===== config.mk =====
export PLATFORM = sky130hd
export DESIGN_NAME = instr_encoder
export DESIGN_NICKNAME = d
export VERILOG_FILES = /design/src/rtl/rv_enc_pkg.sv /design/src/rtl/enc_fifo.sv /design/src/rtl/instr_encoder.sv
export SDC_FILE = /design/constraint.sdc
export NUM_CORES = 1
export LEC_CHECK = 0
export BUFFER_PORTS_ARGS = -buffer_cell sky130_fd_sc_hd__buf_4
export CORE_ASPECT_RATIO = 1.2
export CORE_MARGIN = 3
export CORE_UTILIZATION = 58
export DETAILED_ROUTE_END_ITERATION = 10
export GPL_TIMING_DRIVEN = 0
export PLACE_DENSITY = 0.87
export SLEW_MARGIN = 20
export SYNTH_ARGS = -nofsm -noshare
export SYNTH_HDL_FRONTEND = slang
export SYNTH_SLANG_ARGS = --single-unit

===== constraint.sdc =====
create_clock -name clk -period 6 [get_ports clk]
set_input_delay 0.9 -clock clk [delete_from_list [all_inputs] [get_ports clk]]
set_output_delay 0.9 -clock clk [all_outputs]
set_load 0.01 [all_outputs]

===== src/rtl/rv_enc_pkg.sv =====
// Shared constants for the RV32I field-level instruction encoder.
package rv_enc_pkg;

  localparam logic [3:0] KIND_LUI    = 4'd0;
  localparam logic [3:0] KIND_AUIPC  = 4'd1;
  localparam logic [3:0] KIND_JAL    = 4'd2;
  localparam logic [3:0] KIND_JALR   = 4'd3;
  localparam logic [3:0] KIND_BRANCH = 4'd4;
  localparam logic [3:0] KIND_LOAD   = 4'd5;
  localparam logic [3:0] KIND_STORE  = 4'd6;
  localparam logic [3:0] KIND_OP_IMM = 4'd7;
  localparam logic [3:0] KIND_OP     = 4'd8;

  localparam logic [6:0] OPC_LUI    = 7'b0110111;
  localparam logic [6:0] OPC_AUIPC  = 7'b0010111;
  localparam logic [6:0] OPC_JAL    = 7'b1101111;
  localparam logic [6:0] OPC_JALR   = 7'b1100111;
  localparam logic [6:0] OPC_BRANCH = 7'b1100011;
  localparam logic [6:0] OPC_LOAD   = 7'b0000011;
  localparam logic [6:0] OPC_STORE  = 7'b0100011;
  localparam logic [6:0] OPC_OP_IMM = 7'b0010011;
  localparam logic [6:0] OPC_OP     = 7'b0110011;

  localparam logic [2:0] F3_SLL = 3'b001;
  localparam logic [2:0] F3_SRL = 3'b101;

endpackage


===== src/rtl/enc_fifo.sv =====
// Generic synchronous FIFO; head data reads as zero whenever the FIFO is empty.
module enc_fifo #(
  parameter int WIDTH = 33,
  parameter int DEPTH = 2
) (
  input  logic             clk,
  input  logic             rst_n,
  input  logic             push_i,
  input  logic [WIDTH-1:0] wdata_i,
  input  logic             pop_i,
  output logic [WIDTH-1:0] rdata_o,
  output logic             full_o,
  output logic             empty_o
);

  localparam int AW = $clog2(DEPTH);

  logic [WIDTH-1:0] mem_q [DEPTH];
  logic [AW-1:0]    wr_ptr_q, rd_ptr_q;
  logic [AW:0]      cnt_q;

  assign full_o  = (cnt_q == (AW+1)'(DEPTH));
  assign empty_o = (cnt_q == '0);
  assign rdata_o = empty_o ? '0 : mem_q[rd_ptr_q];

  always_ff @(posedge clk or negedge rst_n) begin
    if (!rst_n) begin
      wr_ptr_q <= '0;
      rd_ptr_q <= '0;
      cnt_q    <= '0;
    end else begin
      if (push_i) wr_ptr_q <= wr_ptr_q + 1'b1;
      if (pop_i)  rd_ptr_q <= rd_ptr_q + 1'b1;
      if (push_i && !pop_i)      cnt_q <= cnt_q + 1'b1;
      else if (pop_i && !push_i) cnt_q <= cnt_q - 1'b1;
    end
  end

  // Storage needs no reset: the empty mux hides stale contents.
  always_ff @(posedge clk) begin
    if (push_i) mem_q[wr_ptr_q] <= wdata_i;
  end

endmodule


===== src/rtl/instr_encoder.sv =====
// RV32I field-to-word encoder with legality checking, output FIFO and
// saturating pop statistics.
module instr_encoder
  import rv_enc_pkg::*;
#(
  parameter int DEPTH = 2,
  parameter int CNT_W = 16
) (
  input  logic             clk,
  input  logic             rst_n,
  input  logic             in_valid,
  output logic             in_ready,
  input  logic [3:0]       in_kind,
  input  logic [2:0]       in_funct3,
  input  logic             in_alt,
  input  logic [4:0]       in_rd,
  input  logic [4:0]       in_rs1,
  input  logic [4:0]       in_rs2,
  input  logic [31:0]      in_imm,
  output logic             out_valid,
  input  logic             out_ready,
  output logic [31:0]      out_ir,
  output logic             out_err,
  output logic [CNT_W-1:0] enc_count,
  output logic [CNT_W-1:0] err_count
);

  logic [31:0] raw, enc_ir;
  logic        bad, enc_err;
  logic        i_ok, b_ok, j_ok;
  logic        full, empty, push, pop;
  logic [CNT_W-1:0] enc_cnt_q, enc_cnt_d, err_cnt_q, err_cnt_d;

  // Immediate fits when every bit above the format's sign bit matches it.
  assign i_ok = (&in_imm[31:11]) | ~(|in_imm[31:11]);
  assign b_ok = (&in_imm[31:12]) | ~(|in_imm[31:12]);
  assign j_ok = (&in_imm[31:20]) | ~(|in_imm[31:20]);

  always_comb begin
    raw = '0;
    bad = 1'b0;
    case (in_kind)
      KIND_LUI: begin
        raw = {in_imm[31:12], in_rd, OPC_LUI};
        bad = |in_imm[11:0];
      end
      KIND_AUIPC: begin
        raw = {in_imm[31:12], in_rd, OPC_AUIPC};
        bad = |in_imm[11:0];
      end
      KIND_JAL: begin
        raw = {in_imm[20], in_imm[10:1], in_imm[11], in_imm[19:12], in_rd, OPC_JAL};
        bad = !j_ok || in_imm[0];
      end
      KIND_JALR: begin
        raw = {in_imm[11:0], in_rs1, in_funct3, in_rd, OPC_JALR};
        bad = !i_ok || (in_funct3 != 3'b000);
      end
      KIND_BRANCH: begin
        raw = {in_imm[12], in_imm[10:5], in_rs2, in_rs1, in_funct3,
               in_imm[4:1], in_imm[11], OPC_BRANCH};
        bad = !b_ok || in_imm[0] || (in_funct3 == 3'b010) || (in_funct3 == 3'b011);
      end
      KIND_LOAD: begin
        raw = {in_imm[11:0], in_rs1, in_funct3, in_rd, OPC_LOAD};
        bad = !i_ok || (in_funct3 == 3'b011) || (in_funct3 == 3'b110) ||
              (in_funct3 == 3'b111);
      end
      KIND_STORE: begin
        raw = {in_imm[11:5], in_rs2, in_rs1, in_funct3, in_imm[4:0], OPC_STORE};
        bad = !i_ok || (in_funct3 > 3'b010);
      end
      KIND_OP_IMM: begin
        if (in_funct3 == F3_SLL || in_funct3 == F3_SRL) begin
          raw = {1'b0, in_alt, 5'b0, in_imm[4:0], in_rs1, in_funct3, in_rd, OPC_OP_IMM};
          bad = (|in_imm[31:5]) || (in_funct3 == F3_SLL && in_alt);
        end else begin
          raw = {in_imm[11:0], in_rs1, in_funct3, in_rd, OPC_OP_IMM};
          bad = !i_ok;
        end
      end
      KIND_OP: begin
        raw = {1'b0, in_alt, 5'b0, in_rs2, in_rs1, in_funct3, in_rd, OPC_OP};
        bad = in_alt && !(in_funct3 == 3'b000 || in_funct3 == F3_SRL);
      end
      default: bad = 1'b1;
    endcase
  end

  assign enc_err = bad;
  assign enc_ir  = bad ? 32'h0 : raw;

  assign in_ready  = !full;
  assign out_valid = !empty;
  assign push      = in_valid && !full;
  assign pop       = out_valid && out_ready;

  enc_fifo #(.WIDTH(33), .DEPTH(DEPTH)) u_fifo (
    .clk     (clk),
    .rst_n   (rst_n),
    .push_i  (push),
    .wdata_i ({enc_err, enc_ir}),
    .pop_i   (pop),
    .rdata_o ({out_err, out_ir}),
    .full_o  (full),
    .empty_o (empty)
  );

  always_comb begin
    enc_cnt_d = enc_cnt_q;
    err_cnt_d = err_cnt_q;
    if (pop && !(&enc_cnt_q))            enc_cnt_d = enc_cnt_q + 1'b1;
    if (pop && out_err && !(&err_cnt_q)) err_cnt_d = err_cnt_q + 1'b1;
  end

  always_ff @(posedge clk or negedge rst_n) begin
    if (!rst_n) begin
      enc_cnt_q <= '0;
      err_cnt_q <= '0;
    end else begin
      enc_cnt_q <= enc_cnt_d;
      err_cnt_q <= err_cnt_d;
    end
  end

  assign enc_count = enc_cnt_q;
  assign err_count = err_cnt_q;

endmodule


Word level (Yosys, flattened, before mapping)

Memory sizes are Yosys's and may differ from the RTL's.
Index checks and enable logic that the tools add are counted.
W data, S select, Z words.

Add/subtract/negate cells: 6
Magnitude comparators: 1
Eq/ne operators: 15
Muxes and demuxes: 10
Bitwise operators: 6
Reductions and logical operators: 47

Operators by type and width:

| operator                | count |
|---|---|
| $pmux W32 S9            | 1 |
| $mux W32                | 2 |
| $mux W33                | 1 |
| $add A16 B1 Y16 const B | 2 |
| $reduce_and A16 Y1      | 2 |
| $reduce_or A27 Y1       | 1 |
| $reduce_or A12 Y1       | 2 |
| $reduce_and A21 Y1      | 1 |
| $reduce_or A21 Y1       | 1 |
| $reduce_and A20 Y1      | 1 |
| $reduce_or A20 Y1       | 1 |
| $eq A4 B3 Y1 const B    | 4 |
| $logic_or A1 B1 Y1      | 12 |
| $reduce_and A12 Y1      | 1 |
| $logic_not A1 Y1        | 10 |
| $eq A3 B3 Y1 const B    | 3 |
| $logic_and A1 B1 Y1     | 9 |
| $eq A4 B2 Y1 const B    | 2 |
| $pmux W1 S8             | 1 |
| $eq A3 B2 Y1 const B    | 2 |
| $eq A4 B1 Y1 const B    | 1 |
| $eq A4 B4 Y1 const B    | 1 |
| $logic_not A4 Y1        | 1 |
| $mux W2                 | 2 |
| 14 further kinds        | 21 |

Flip-flop bits (word level): 36
Bits in writable memories: 66
Bits of input ports: 59
Word-level logic and storage cells: 91
Memories: 1

Memory list:

| name         | words | bits a word | rd ports | clocked after memory_dff | write ports | RTL line       | source |
|---|---|---|---|---|---|---|---|
| u_fifo.mem_q | 2     | 33          | 1        | 0                        | 1           | enc_fifo.sv:18 | `logic [WIDTH-1:0] mem_q [DEPTH];` |

Logic depth before layout (Yosys ltp)

Depth after elaboration: 9
Depth in mapped cells: 10
Gate-level depth less buffers: 7

By module

From an unflattened synthesis, not the netlist that was laid out.

Cell total of the unflattened synthesis: 497
Area, all modules: 5612.9 µm²

By module, submodules not included:

| module        | instances | cells an instance | area each (µm²) | sequential area each (µm²) |
|---|---|---|---|---|
| instr_encoder | 1         | 342               | 2909.0          | 800.8 |
| enc_fifo      | 1         | 155               | 2703.8          | 2082.0 |

Least setup slack after synthesis

Ideal clock, no wire load.

Path kind: input port to flip-flop
Start: input port in_valid
End: memory u_fifo.mem_q[0][10], enable pin
Library setup time: 0.421 ns
Arrival: 2.346 ns
Setup slack: 3.233 ns
Stages: 2
Path buffers: 0
Path through: nand2_1 > nor2_1

Word-level cells in the longest chain between the ends: 3

Ends and longest elaborated chain:

| what                          | RTL line            | source |
|---|---|---|
| start, declared               | instr_encoder.sv:11 | `input logic in_valid,` |
| $logic_and A1 B1 Y1           | instr_encoder.sv:95 | `assign push = in_valid && !full;` |
| $mux W1                       | enc_fifo.sv:41      | `if (push_i) mem_q[wr_ptr_q] <= wdata_i;` |
| $mux W1 (not written as such) | enc_fifo.sv:41      |  |
| end, declared                 | enc_fifo.sv:18      |  |

Every way passes these cells.

Final worst setup path

Start: register u_fifo.rd_ptr_q
End: output port out_ir[22]

Word-level cells in the longest chain between the ends: 2

Ends and longest elaborated chain:

| what                   | RTL line            | source |
|---|---|---|
| start, declared        | enc_fifo.sv:19      | `logic [AW-1:0] wr_ptr_q, rd_ptr_q;` |
| start signal, assigned | enc_fifo.sv:33      | `if (pop_i) rd_ptr_q <= rd_ptr_q + 1'b1;` |
| $mem_v2 Z2 W33         | --                  |  |
| $mux W33               | enc_fifo.sv:24      | `assign rdata_o = empty_o ? '0 : mem_q[rd_ptr_q];` |
| end, declared          | instr_encoder.sv:22 | `output logic [31:0] out_ir,` |

Every way passes these cells.

==> results.cfg <==
[run_status]
status = finished clean

[synth]
synth_edf_count = 64
yosys.area.top_type = edfxtp_1
syn-num-nets = 553
synth.top_cell.area_share = 0.368
ys.flop_type = edfxtp_1
synth.distinct_cells = 47
yosysWarnings = 0
netlist_instances = 491
avgSynthCellArea_um2 = 10.6
yosysSeqAreaShare = 0.541
async_flop_share = 0.360
synth-seq-cells = 100
syn_area_um2 = 5220
synth_area_leaders = edfxtp_1 (37%), dfrtp_1 (17%), nor2_1 (7.3%), mux2i_1 (6.7%), xnor2_1 (4.4%)

[clocking]
cts_root_buf = clkbuf_8
clk-insertion-delay-late_ns = 0.37
h-tree-depth = 3
cts_buffers = 9
postCtsResizedCells = 0
post_cts_buffers = 0
cts_buffer_depth = 2
hold_buffers = 0
cts_tree = yes
path_clk_slew_ns = 0.09
cts.sinks = 100

[global_routing]
antenna_found_initial = 0
track_usage = 0.263
grt_max_degree = 37
overflow = 0
grt_pass1_wl_mm = 20.9
grt_pass1_vias = 4259

[layout]
area_delta_synth_final_pct = 25.0
fillers = 594
post-route-util = 0.754
finalInstanceArea_um2 = 6530
stdcell_count = 747
nNetsFinal = 687
drive_gt1_frac = 0.243
n_antenna_cell = 0

[critical_path]
critical_path_class = reg2out
cp.arrival_ns = 2.14
cpMostUsedCell = clkbuf_1
r2r-start = u_fifo.rd_ptr_q$_DFFE_PN0P_
cp_cell_sequence = clkbuf_1 > clkbuf_1 > mux2i_1 > nor2_1 > buf_4
cp-end-kind = output port
cp-startpoint = u_fifo.rd_ptr_q$_DFFE_PN0P_
max_stage_delay_ns = 0.62
crit_buf_inv = 3
worstPathMaxFanout = 10
critPathTopFamily = buffers and inverters
startpoint_type = register
slowest_stage = clkbuf_1
cp.required_ns = 5.10

[timing]
period_minus_slack_ns = 3.04
slew_violations = 0
setup_tns_ns = 0
fin_worst_skew_ns = 0.0105
worst_pin_slew_ns = 0.778
relSlewSlack = 0.481
grt_setup_unrepaired = false
post-route-period-util = 0.507
setup_violations = 0
hold_viol = 0
clock.fmax_mhz = 329

[pwr]
clock_power_share = 0.182
p_int_mw = 1.58
power_frac_seq = 0.413
switching_share = 0.348
power.leakage_nw = 2.74
irDropWorstVdd_uv = 192
p_sw_mw = 0.846
pwr_density_cell_nw_per_um2 = 372
finalPower_mw = 2.43
comb_power_share = 0.405

[route]
routedWlPerCell_um = 17.5
via_per_inst = 5.78
wl_mm = 13.1
drt_iter0_drc = 294
drcViolationCount = 0
num_vias = 4321
dr.pass1.iters = 5
drt.antenna.violating_nets = 0

[floorplan]
dieArea_um2 = 10200
row_count = 37
initial_core_util = 0.603
die_h_um = 110
pin_count = 126
fp.dieW_um = 92.6
core_um2 = 8660

[place]
placed_area_um2 = 6320
dp_hpwl_mm = 9.70
place.port_buffers = 122
dpl.cell_count = 731
gp_congestion = 0.869

[min_path]
hold_class = in2async

[flow_run]
maxCapViolations = 0
[Yosys cell counts (2+ instances only)]
cell type / instances
or4_1: 3
and3_1: 6
buf_6: 2
o21ai_0: 2
a22o_1: 2
nand3_1: 12
nor4b_1: 2
inv_1: 7
clkbuf_1: 17
nand4b_1: 2
nor2b_1: 15
dfrtp_1: 36
o211ai_1: 2
nor3_1: 6
a211oi_1: 2
or2_2: 3
buf_1: 4
mux2_2: 3
a222oi_1: 5
a31oi_1: 6
nor4_1: 8
nor2_1: 102
a21oi_1: 29
nand4_1: 15
xor2_1: 11
nand2_1: 21
edfxtp_1: 64
nand2b_1: 6
a2bb2oi_1: 9
xnor2_1: 26
a22oi_1: 11
mux2i_1: 35
ha_1: 3
[power groups by stage]
stage	logic (mW)	registers [mW]	clock network [mW]
2_1_floorplan	0.529	1.01	0
3_3_place_gp	0.944	1.01	0
3_5_place_dp	0.988	1.01	0
4_1_cts	0.996	1.00	0.445
5_1_grt	1.07	1.02	0.474
6_report	0.983	1.00	0.442
[stage by stage]
| stage | hold slack, ns | setup WS (ns) |
|---|---|---|
| 5_1_grt | 0.494 | 2.73 |
| 3_3_place_gp | 0.475 | 2.51 |
| 3_5_place_dp | 0.480 | 2.84 |
| 2_1_floorplan | 0.460 | 3.23 |
| 4_1_cts | 0.473 | 2.92 |
| 6_report | 0.476 | 2.96 |
[routing by layer]
layer / part of all wire / GRT usage
met4: 0.016 / 0.0848
met5: 0 / 0
met2: 0.53 / 0.477
met1: 0.40 / 0.320
met3: 0.061 / 0.0445
[worst paths after layout]
path                                                   to  slack, ns  depth (start not counted)
max in group asynchronous        enc_count[1]$_DFFE_PN0P_       5.22                          1
worst min-delay path            enc_count[10]$_DFFE_PN0P_       0.48                          1
worst max-delay path                           out_ir[22]       2.96                          5
worst min register to register  err_count[15]$_DFFE_PN0P_       0.49                          1
min in group clk                err_count[15]$_DFFE_PN0P_       0.49                          1
worst max register to register   err_count[6]$_DFFE_PN0P_       3.84                          7
[flip-flops by register name (all words and copies together), names as in the netlist]
signal	cells
enc_count	16
err_count	16
u_fifo.cnt_q	2
u_fifo.mem_q	64
u_fifo.rd_ptr_q	1
u_fifo.wr_ptr_q	1
[placed cells by master, fill, tap and decap left out, drive strengths merged, types with 12 or more instances in the layout]
cell type	n
nand4	15
nand2	21
edfxtp	64
a21oi	30
nand3	12
dfrtp	36
buf	131
clkbuf	31
nor2	102
mux2i	35
xnor2	26
nor2b	15
[cell type report]
class                   instances  area [µm²]  share of cell area
plain buffers                  25         114              0.0174
clock buffers                  14         195              0.0299
clock inverters                 2        13.8             0.00211
inverters                       7        26.3             0.00402
multi-input cells             359        2270               0.347
flip-flops and latches        100        2820               0.432
well taps                     117         146              0.0224
repair buffers                123         943               0.144
[cell families (layout without fill, tap and decap cells)]
logic type | count (synthesis) | count (layout) | synth area share
AO/OA/AOI/OAI | 75 | 75 | 0.0985
XOR/XNOR | 37 | 37 | 0.0621
adder cells (fa/ha/maj) | 3 | 3 | 0.00719
buffers and inverters | 32 | 171 | 0.0268
flip-flops | 100 | 100 | 0.541
multiplexers | 38 | 38 | 0.0736
AND/OR/NAND/NOR | 206 | 206 | 0.191
[worst register-to-register path: stages (launching register included)]
cell and delay [ns]:
dfrtp_1 0.33, clkbuf_1 0.32, mux2i_1 0.15, or2_2 0.34, a21oi_2 0.34, nand2b_1 0.15
or2_2 0.30, xnor2_1 0.13
Note: power is estimated with default switching activity, not from simulation.
